File: src/rtl/sprite_rle_encoder.sv
// Streaming run-length encoder for raster sprite pixels.
// Emits {start,end,color} records, one per maximal equal-colour run.
//
// Ports:
//   clk, reset         clock, synchronous active-high reset
//   start              frame start pulse (honoured in IDLE only)
//   pix_valid/ready    pixel handshake, pix_color sampled on accept
//   run_valid/ready    record handshake, run_* held while stalled
//   run_start/end      first/last (inclusive) pixel index of run
//   run_color/last     run colour, final-record-of-frame flag
//   run_count          records accepted this frame
//   busy, done         not IDLE; pulse after final record accepted
module sprite_rle_encoder #(
  parameter int COLOR_W    = 12,
  parameter int IMG_PIXELS = 97528,
  parameter int ADDR_W     = 17
) (
  input  logic               clk,
  input  logic               reset,
  input  logic               start,
  input  logic               pix_valid,
  output logic               pix_ready,
  input  logic [COLOR_W-1:0] pix_color,
  output logic               run_valid,
  input  logic               run_ready,
  output logic [ADDR_W-1:0]  run_start,
  output logic [ADDR_W-1:0]  run_end,
  output logic [COLOR_W-1:0] run_color,
  output logic               run_last,
  output logic [ADDR_W-1:0]  run_count,
  output logic               busy,
  output logic               done
);

  typedef enum logic [1:0] {
    IDLE,
    RUN,
    FLUSH,
    DRAIN
  } state_t;

  localparam logic [ADDR_W-1:0] LAST_IDX =
    ADDR_W'(IMG_PIXELS - 1);

  state_t state;
  state_t state_nx;

  logic               open;
  logic [ADDR_W-1:0]  pix_idx;
  logic [ADDR_W-1:0]  cur_start;
  logic [ADDR_W-1:0]  cur_end;
  logic [COLOR_W-1:0] cur_color;

  logic free;
  logic hs;
  logic same;
  logic last_pix;
  logic acc;
  logic go;
  logic load;
  logic load_last;
  logic fin;

  // Output register can take a new record when empty
  // or being drained this very cycle (no bubble).
  assign free     = !run_valid || run_ready;
  assign hs       = run_valid && run_ready;
  assign same     = pix_color == cur_color;
  assign last_pix = pix_idx == LAST_IDX;
  assign busy     = state != IDLE;

  always_ff @(posedge clk) begin
    if (reset) begin
      state <= IDLE;
    end else begin
      state <= state_nx;
    end
  end

  always_comb begin
    state_nx  = state;
    pix_ready = 1'b0;
    acc       = 1'b0;
    go        = 1'b0;
    load      = 1'b0;
    load_last = 1'b0;
    fin       = 1'b0;
    unique case (state)
      IDLE: begin
        if (start) begin
          go       = 1'b1;
          state_nx = RUN;
        end
      end
      RUN: begin
        pix_ready = free;
        acc       = pix_valid && free;
        // A colour change closes the open run.
        load      = acc && open && !same;
        if (acc && last_pix) begin
          state_nx = FLUSH;
        end
      end
      FLUSH: begin
        if (free) begin
          load      = 1'b1;
          load_last = 1'b1;
          state_nx  = DRAIN;
        end
      end
      DRAIN: begin
        if (hs) begin
          fin      = 1'b1;
          state_nx = IDLE;
        end
      end
      default: begin
        state_nx = IDLE;
      end
    endcase
  end

  always_ff @(posedge clk) begin
    if (reset) begin
      open      <= 1'b0;
      pix_idx   <= '0;
      cur_start <= '0;
      cur_end   <= '0;
      cur_color <= '0;
      run_valid <= 1'b0;
      run_start <= '0;
      run_end   <= '0;
      run_color <= '0;
      run_last  <= 1'b0;
      run_count <= '0;
      done      <= 1'b0;
    end else begin
      done <= fin;

      if (go) begin
        run_count <= '0;
      end else if (hs) begin
        run_count <= run_count + ADDR_W'(1);
      end

      if (go) begin
        pix_idx <= '0;
        open    <= 1'b0;
      end else if (acc) begin
        // Index saturates at the last pixel; FLUSH follows.
        if (!last_pix) begin
          pix_idx <= pix_idx + ADDR_W'(1);
        end
        if (!open || !same) begin
          open      <= 1'b1;
          cur_start <= pix_idx;
          cur_end   <= pix_idx;
          cur_color <= pix_color;
        end else begin
          cur_end <= pix_idx;
        end
      end

      if (load) begin
        run_valid <= 1'b1;
        run_start <= cur_start;
        run_end   <= cur_end;
        run_color <= cur_color;
        run_last  <= load_last;
      end else if (hs) begin
        run_valid <= 1'b0;
        run_last  <= 1'b0;
      end
    end
  end

endmodule
File: config.mk
export PLATFORM = sky130hd
export DESIGN_NAME = sprite_rle_encoder
export DESIGN_NICKNAME = d
export VERILOG_FILES = /design/src/rtl/sprite_rle_encoder.sv
export SDC_FILE = /design/constraint.sdc
export NUM_CORES = 1
export LEC_CHECK = 0
export BUFFER_PORTS_ARGS = -buffer_cell sky130_fd_sc_hd__buf_2
export CAP_MARGIN = 20
export CORE_MARGIN = 1.5
export CORE_UTILIZATION = 40
export CTS_BUF_LIST = sky130_fd_sc_hd__clkbuf_16
export CTS_CLUSTER_SIZE = 16
export DETAILED_ROUTE_END_ITERATION = 10
export PLACE_DENSITY_LB_ADDON = 0.15
export REMOVE_ABC_BUFFERS = 1
export SYNTH_ARGS = -nofsm -noshare
export SYNTH_HDL_FRONTEND = slang
export SYNTH_SLANG_ARGS = --single-unit
File: constraint.sdc
create_clock -name clk -period 5.5 [get_ports clk]
set_input_delay 1.1 -clock clk [delete_from_list [all_inputs] [get_ports clk]]
set_output_delay 1.1 -clock clk [all_outputs]
set_load 0.005 [all_outputs]
* Word level (Yosys, flattened, before mapping)
Index checks and enable logic that the tools add are counted.
** Cells by class
- Multiplexer cells :: 16
- $add $sub $neg :: 2
- Reduce and logical (&&, ||, !) cells :: 20
- Bitwise logic cells :: 3
- Equality and inequality tests :: 9
** Operators with widths (count)
- adder 17 x 1 -> 17 bit (second input constant) :: 2
- == test 17 bit (second input constant) :: 1
- == test 12 bit :: 1
- two-way mux 1 bit :: 10
- two-way mux 2 bit :: 4
- inequality test 2 bit (second input constant) :: 4
- case mux 2 bit (4 select lines) :: 1
- AND reduction 2 bit :: 3
- logical AND 1 bit :: 5
- == test 2 bit (second input constant) :: 2
- AND reduction 4 bit :: 1
- nonzero test 2 bit :: 2
- OR reduction 2 bit :: 2
- zero test 1 bit :: 3
- inverter 1 bit :: 3
- AND reduction 3 bit :: 1
- == test 2 x 1 -> 1 bit (second input constant) :: 1
- zero test 2 bit :: 1
- logical OR 1 bit :: 2
- case mux 1 bit (2 select lines) :: 1
** Word-level totals
- Register bits after elaboration :: 132
- Output and inout bits :: 68

* Logic depth before layout (Yosys ltp)
Gate-level depths: netlist (run 1).
- Depth after elaboration :: 7
- Depth in mapped cells :: 9

* Least setup slack after synthesis (run 1)
Ideal clock, no wire load.
- Path kind :: input to output
- From :: input port run_ready
- To :: output port pix_ready
- Setup slack :: 2.863 ns
- Arrival time :: 1.537 ns
- Stages on the path :: 3
- Data required time :: 4.400 ns
- Buffers on the path :: 1
- Path through :: nand2b_1 > buf_4 > and2_1
** Between the ends
- Word-level cells in the longest chain between the ends :: 2
** RTL lines
- from (decl) :: RTL line 25 : input logic run_ready,
- logical OR 1 bit :: RTL line 66 : assign free = !run_valid || run_ready;
- two-way mux 1 bit :: RTL line 88 : unique case (state)
- to (decl) :: RTL line 22 : output logic pix_ready,
No other way between the ends.

* Worst setup path after layout (run 1)
- From :: input port run_ready
- To :: register cur_start[4]
** Between the ends
- Word-level cells in the longest chain between the ends :: 4
** RTL lines
- logical OR 1 bit :: RTL line 66
- logical AND 1 bit :: RTL line 97 : acc = pix_valid && free;
- two-way mux 1 bit :: RTL line 88
- AND reduction 3 bit (no line)
- to (signal assigned) :: RTL line 156 : cur_start <= pix_idx;
- to (decl) :: RTL line 50 : logic [ADDR_W-1:0] cur_start;
No other way between the ends.
A chain may end at the register's enable or synchronous reset.

==> impl_metrics.py, run 1 <==
metrics = {
    "outcome": {
        "outcome": "completed",
    },
    "run": {
        "cap_violations": 0,
    },
    "global_routing": {
        "grt_pass1_vias": 4005,
        "grt_overflow": 0,
        "track_usage": 0.1550,
        "grt_pass1_wl_mm": 19.57,
        "grt_max_degree": 99,
        "antenna_found_initial": 0,
    },
    "route": {
        "drc": 0,
        "ant_nets": 0,
        "wl_per_cell_um": 13.25,
        "drt-vias-per-instance": 4.749,
        "vias": 4056,
        "drtPass1Iterations": 4,
        "wl_mm": 11.32,
        "drt-initial-drc-count": 133,
    },
    "yosys": {
        "yosysWarnings": 0,
        "synth.cell_area_um2": 5904,
        "yosys_register_bits": 132,
        "synthMuxAreaShare": 0.1577,
        "yosysSeqAreaShare": 0.4476,
        "synth_simple_gate_area_share": 0.2475,
        "synth_top_family_by_area": "simple AND/OR/NAND/NOR gates",
        "avgSynthCellArea_um2": 10.09,
        "synth_adder_area_share": 0.01483,
        "syn_inst": 585,
        "synth-compound-area-share": 0.02797,
        "synth-xor-area-share": 0.06082,
        "synth_cell_type_count": 41,
    },
    "timing": {
        "rsz0062_at_grt": "no",
        "min_period_over_period": 0.6221,
        "worst_pin_slew_ns": 1.063,
        "hold_viol": 0,
        "setup_viol": 0,
        "fin_tns_setup_ns": 0,
        "final-max-slew-violation-count": 0,
        "clock_skew_ns": 0.005170,
        "max_slew_margin": 0.2915,
        "finalCriticalPeriod_ns": 3.421,
        "clock.fmax_mhz": 292.3,
    },
    "worst_setup_path": {
        "cp_slowest_stage_delay_ns": 0.89,
        "path_class": "in2reg",
        "crit_end": "cur_start[4]",
        "end_kind": "flip-flop",
        "reg2reg_slack_ns": 2.50,
        "timing.rr.start": "state[1]",
        "worstSetupStartpointType": "input port",
        "crit_family": "compound AO/OA/AOI/OAI gates",
        "path_cells": "buf_2, nand2b_1, nand3_4, a21o_1, a21oi_4, buf_4, mux2i_1",
        "required_ns": 5.84,
        "cp.arrival_ns": 3.76,
        "critPathBufInv": 2,
        "startpoint": "run_ready",
        "cp_num_cells": 7,
        "r2r_end": "cur_start[4]",
        "cpMaxStageDelayCell": "a21oi_4",
        "r2r_cells": 7,
        "cp_max_fo": 19,
    },
    "clock_tree": {
        "cts_root_buffer": "clkbuf_16",
        "ctsHoldBuffers": 0,
        "clk_pin_slew_ns": 0.05,
        "cts_buffers": 17,
        "cts.htree.levels": 4,
        "cts_setup_buffers": 0,
        "clkSinkCount": 132,
        "cts_resized": 0,
        "clk_latency_ns": 0.41,
        "cts_tree": "done",
        "cts_max_path_buffers": 2,
    },
    "floorplan": {
        "start_util": 0.4078,
        "die_h_um": 124.5,
        "pin_count": 85,
        "die_w_um": 124.5,
        "dieArea_um2": 15500,
        "placementRows": 44,
        "core_um2": 14480,
    },
    "pwr": {
        "p_leak_uw": 0.002999,
        "peakVddDrop_v": 0.0002521,
        "total_power_uw": 2420,
        "intPower_uw": 1794,
        "switching_share": 0.2584,
        "pwr-share-comb": 0.151,
        "p_switching_uw": 625.3,
        "seqPwrFrac": 0.415,
        "power_density_nw_per_um2": 348.5,
        "clockPowerShare": 0.434,
    },
    "layout": {
        "final_common_cell": "dfxtp_1",
        "layout.nets": 681,
        "area_growth_pct": 17.61,
        "mostFrequentLayoutCells": "dfxtp_1 (132), nand2b_1 (122), mux2i_1 (93), buf_2 (83), nor2_1 (51)",
        "final_util": 0.4796,
        "layout-drive-gt1-share": 0.1955,
        "diodes": 0,
    },
    "worst_hold_path": {
        "hold_path_class": "reg2reg",
        "hp-start": "run_start[5]",
    },
    "place": {
        "hpwl_mm": 7.498,
        "place_congestion": 0.7781,
        "port_buffers": 84,
    },
}
==> tightest hold or removal path, cell delays in order (launching register included) <==
cell and delay [ns]:
dfxtp_1 0.30, nand2b_1 0.06, mux2i_1 0.06
==> flip-flops by register name, summed over array words and instances, names as in the netlist <==
name,count
cur_color,12
cur_end,17
cur_start,17
done,1
open,1
pix_idx,17
run_color,12
run_count,17
run_end,17
run_last,1
run_start,17
run_valid,1
state,2
==> logic make-up (layout without fill, tap and decap cells) <==
| family | count (synthesis) | after routing |
|---|---|---|
| flip-flops | 132 | 132 |
| multiplexers | 93 | 93 |
| AND/OR/NAND/NOR | 246 | 246 |
| adder cells (fa/ha/maj) | 7 | 7 |
| buffers and inverters | 44 | 129 |
| XOR/XNOR | 41 | 41 |
| AO/OA/AOI/OAI | 22 | 22 |
==> metal layers <==
layer,share of wire,global-route usage
met1,0.49,0.2029
met3,0.044,0.04854
met2,0.44,0.2350
met4,0.016,0.06694
met5,0,0
==> area by class of cell <==
class,count,area (µm²)
timing repair buffer,89,480.5
multi-input combinational,409,3013
tap,184,230.2
inverter,8,30.03
fill,1390,7535
sequential,132,2643
clock inverter,15,122.6
clock buffer,17,425.4
==> worst min path at each step <==
| stage | to | slack [ns] | cells after the start |
|---|---|---|---|
| finish | run_start[5] | 0.47 | 2 |
| global route | run_color[8] | 0.50 | 2 |
| CTS | run_start[5] | 0.47 | 2 |
| detailed placement | run_start[5] | 0.46 | 2 |
| global placement | run_end[3] | 0.46 | 2 |
| floorplan | run_end[0] | 0.45 | 2 |
==> Yosys cell counts (all sizes together) <==
| master | n | area (µm²) |
|---|---|---|
| nand2b | 122 | 763.2 |
| and2 | 3 | 18.77 |
| o31a | 1 | 8.760 |
| mux2i | 93 | 930.9 |
| or4b | 1 | 13.76 |
| o2111a | 1 | 11.26 |
| a31oi | 1 | 12.51 |
| nor3b | 2 | 15.01 |
| and3 | 4 | 25.02 |
| a21oi | 10 | 61.31 |
| and4 | 3 | 26.28 |
| o2bb2ai | 1 | 15.01 |
| or2 | 1 | 6.260 |
| nand2 | 16 | 60.06 |
| xor2 | 10 | 87.58 |
| or2b | 1 | 7.510 |
| buf | 14 | 145.1 |
| dfxtp | 132 | 2643 |
| nand4b | 1 | 8.760 |
| clkbuf | 22 | 82.58 |
| inv | 8 | 30.03 |
| a211oi | 1 | 12.51 |
| or3 | 2 | 12.51 |
| a21o | 2 | 15.01 |
| nand4 | 10 | 75.07 |
| nor2 | 51 | 191.4 |
| ha | 7 | 87.58 |
| nor4 | 8 | 117.6 |
| nand3b | 1 | 7.510 |
| nand3 | 11 | 67.57 |
| xnor2 | 31 | 271.5 |
| o21ai | 4 | 20.02 |
| a31o | 1 | 8.760 |
| nor3 | 9 | 45.04 |
==> power groups by stage <==
stage	logic [µW]	registers [µW]	clock network [µW]
after floorplan	270	1020	0
after global placement	351	1020	0
after detailed placement	356	1020	0
after CTS	358	1000	1080
after global routing	399	1010	1120
final	365	1000	1050
==> stage by stage <==
stage | hold slack (ns) | std cells | instance area, µm² | setup WS [ns]
after global placement | 0.4597 | 821 | 6369 | 1.739
final | 0.4680 | 854 | 6944 | 2.079
after CTS | 0.4727 | 853 | 6917 | 2.065
after global routing | 0.4953 | 854 | 6944 | 1.861
after floorplan | 0.4477 | 549 | 5677 | 1.356
after detailed placement | 0.4625 | 821 | 6369 | 1.632
Power figures use the tool's default switching activity.
==> run 2, diff against run 1 <==
ABC_AREA = 1   (was unset)
clock period = 3.55 ns   (was 5.5 ns; I/O delays follow)
==> run 2 against run 1 <==
Register-to-register slack lost 1.2 ns. Die area up 0.47%. Largest cell class unchanged. Setup slack worse by 0.76 ns. Critical endpoint is now run_start[1].
==> impl_metrics.py, run 2 <==
metrics = {
    "floorplan": {
        "die_h_um": 124.8,
        "placementRows": 44,
        "die_w_um": 124.8,
        "pin_count": 85,
        "dieArea_um2": 15570,
        "core_um2": 14530,
        "start_util": 0.4082,
    },
    "layout": {
        "final_common_cell": "nand2_1",
        "final_cells": 1136,
        "mostFrequentLayoutCells": "nand2_1 (226), nor2_1 (151), dfxtp_1 (132), inv_1 (101), buf_2 (84)",
        "diodes": 0,
        "fill_cells": 1597,
        "layout.nets": 967,
        "final_util": 0.4793,
        "area_growth_pct": 17.42,
        "layout-drive-gt1-share": 0.1355,
    },
    "worst_setup_path": {
        "required_ns": 3.86,
        "cp_slowest_stage_delay_ns": 0.65,
        "crit_family": "simple AND/OR/NAND/NOR gates",
        "reg2reg_slack_ns": 1.32,
        "cpMaxStageDelayCell": "nand2_4",
        "cp.arrival_ns": 2.53,
        "crit_top_cell": "nand2_1",
        "path_class": "reg2reg",
        "timing.rr.start": "state[0]",
        "cp_max_fo": 93,
        "r2r_end": "run_start[1]",
        "r2r_cells": 9,
        "critPathBufInv": 1,
        "path_cells": "inv_1, ha_1, nand2_1, nor2_1, nand2_1, nand2_4, nand2_1, nand2_1, nor2_1",
        "worstSetupStartpointType": "flip-flop",
        "end_kind": "flip-flop",
    },
    "yosys": {
        "synth_edf_count": 0,
        "synth_cell_type_count": 33,
        "yosysTopAreaCellShare": 0.4454,
        "netlist.top_cell.by_area": "dfxtp_1",
        "yosys_register_bits": 132,
        "yosysMostFrequentCell": "nand2_1",
        "avgSynthCellArea_um2": 6.796,
        "syn_inst": 873,
        "synth.top_cells.by_area": "dfxtp_1 (45%), nand2_1 (14%), nor2_1 (9.6%)",
        "yosysSeqAreaShare": 0.4454,
        "synth.cell_area_um2": 5933,
        "ys.flop_type": "dfxtp_1",
        "synthArstFlopShare": 0,
        "yosys-top-cells-count": "nand2_1 (227), nor2_1 (151), dfxtp_1 (132), inv_1 (99), a21oi_1 (81)",
        "yosysWarnings": 0,
    },
    "clock_tree": {
        "clkSinkCount": 132,
        "cts_buffers": 17,
        "clk_pin_slew_ns": 0.06,
        "cts_resized": 0,
        "cts_tree": "done",
        "clk_latency_ns": 0.42,
        "ctsHoldBuffers": 0,
        "cts_root_buffer": "clkbuf_16",
        "cts.htree.levels": 4,
        "cts_setup_buffers": 0,
        "cts_max_path_buffers": 2,
    },
    "timing": {
        "setup_viol": 0,
        "finalCriticalPeriod_ns": 2.227,
        "rsz0062_at_grt": "no",
        "clock_skew_ns": 0.005854,
        "fin_tns_setup_ns": 0,
        "final-max-slew-violation-count": 0,
        "max_slew_margin": 0.3687,
        "clock.fmax_mhz": 449.0,
        "hold_viol": 0,
        "min_period_over_period": 0.6273,
        "worst_pin_slew_ns": 0.9469,
    },
    "pwr": {
        "p_switching_uw": 1472,
        "seqPwrFrac": 0.402,
        "peakVddDrop_v": 0.0002984,
        "power_density_nw_per_um2": 675.3,
        "switching_share": 0.3128,
        "clockPowerShare": 0.342,
        "p_leak_uw": 0.002926,
        "pwr-share-comb": 0.256,
        "intPower_uw": 3233,
        "total_power_uw": 4705,
    },
    "route": {
        "drt-initial-drc-count": 317,
        "drtPass1Iterations": 4,
        "wl_mm": 12.90,
        "drt-vias-per-instance": 4.634,
        "ant_nets": 0,
        "wl_per_cell_um": 11.36,
        "drc": 0,
        "vias": 5264,
    },
    "global_routing": {
        "grt_pass1_wl_mm": 22.11,
        "grt_overflow": 0,
        "antenna_found_initial": 0,
        "track_usage": 0.1730,
        "grt_max_degree": 96,
        "grt_pass1_vias": 4770,
    },
    "place": {
        "place_congestion": 0.8686,
        "hpwl_mm": 8.327,
        "port_buffers": 84,
        "placed_cells": 1108,
    },
    "worst_hold_path": {
        "hold_path_class": "reg2reg",
        "hp-start": "pix_idx[15]",
        "worstHoldEndpoint": "pix_idx[15]",
        "holdPathStages": 2,
    },
    "run": {
        "cap_violations": 0,
    },
    "outcome": {
        "outcome": "completed",
    },
}
## run 2: cell types whose count changed in the layout (fill, tap and decap cells not counted), sizes merged, moves of 4 or more
cell	before	now
nor4	8	0
nand3	11	46
nand2	16	229
nand3b	1	7
inv	9	104
a21oi	10	83
nor2	51	154
mux2i	93	0
xnor2	31	4
and3	4	0
o21ai	4	32
nand2b	122	0
## run 2: worst max-delay path by stage
stage                 start            end  depth (start not counted)
6_report           state[0]   run_start[1]                          9
5_1_grt            state[0]  run_start[15]                          9
4_1_cts            state[0]   run_start[5]                          9
3_5_place_dp   pix_color[6]      run_valid                         11
3_3_place_gp   pix_color[6]      run_valid                         11
2_1_floorplan     run_ready   cur_color[0]                          9
## run 2: final cells by class
class / count / area [µm²] / share of cell area
multi-input cells: 598 / 2694 / 0.3867
flip-flops and latches: 132 / 2643 / 0.3793
repair buffers: 91 / 485.5 / 0.06968
clock buffers: 17 / 425.4 / 0.06106
inverters: 103 / 389.1 / 0.05585
well taps: 184 / 230.2 / 0.03305
clock inverters: 11 / 100.1 / 0.01437
## run 2: per-layer routing
layer  GRT usage  vias up  wire, µm
li1            -     2856         -
met1      0.2193     2314      6270
met2      0.2721       75      5768
met3     0.05069       19       641
met4     0.07708        0       220
met5           0        -         0
## run 2: through the flow
| step | worst slack, ns | instance area, µm² | hold WS (ns) |
|---|---|---|---|
| 2_1_floorplan | 0.3794 | 5710 | 0.4453 |
| 3_3_place_gp | 1.008 | 6441 | 0.4558 |
| 3_5_place_dp | 1.013 | 6441 | 0.4560 |
| 4_1_cts | 1.313 | 6967 | 0.4647 |
| 5_1_grt | 1.046 | 6967 | 0.5042 |
| 6_report | 1.323 | 6967 | 0.4681 |
## run 2: worst min-delay path, delay by kind of cell (launching register included)
kind	cells	cell delay, ns
compound gates	1	0.06
flops	1	0.31
simple gates	1	0.06
## run 2: logic make-up after synthesis
| logic type | count (synthesis) | share of synthesized area |
|---|---|---|
| adders and majority gates | 7 | 0.01476 |
| AOI/OAI and AO/OA | 119 | 0.1029 |
| xor gates and xnor gates | 11 | 0.01624 |
| and+or+nand+nor | 461 | 0.3176 |
| buffers and inverters | 143 | 0.1031 |
| DFF | 132 | 0.4454 |
## run 2: power by group through the flow
stage,Combinational (µW),Sequential (µW),Clock (µW)
finish,1210,1890,1610
global route,1420,1930,1710
CTS,1230,1890,1650
detailed placement,1220,1920,0
global placement,1210,1920,0
floorplan,867,1920,0
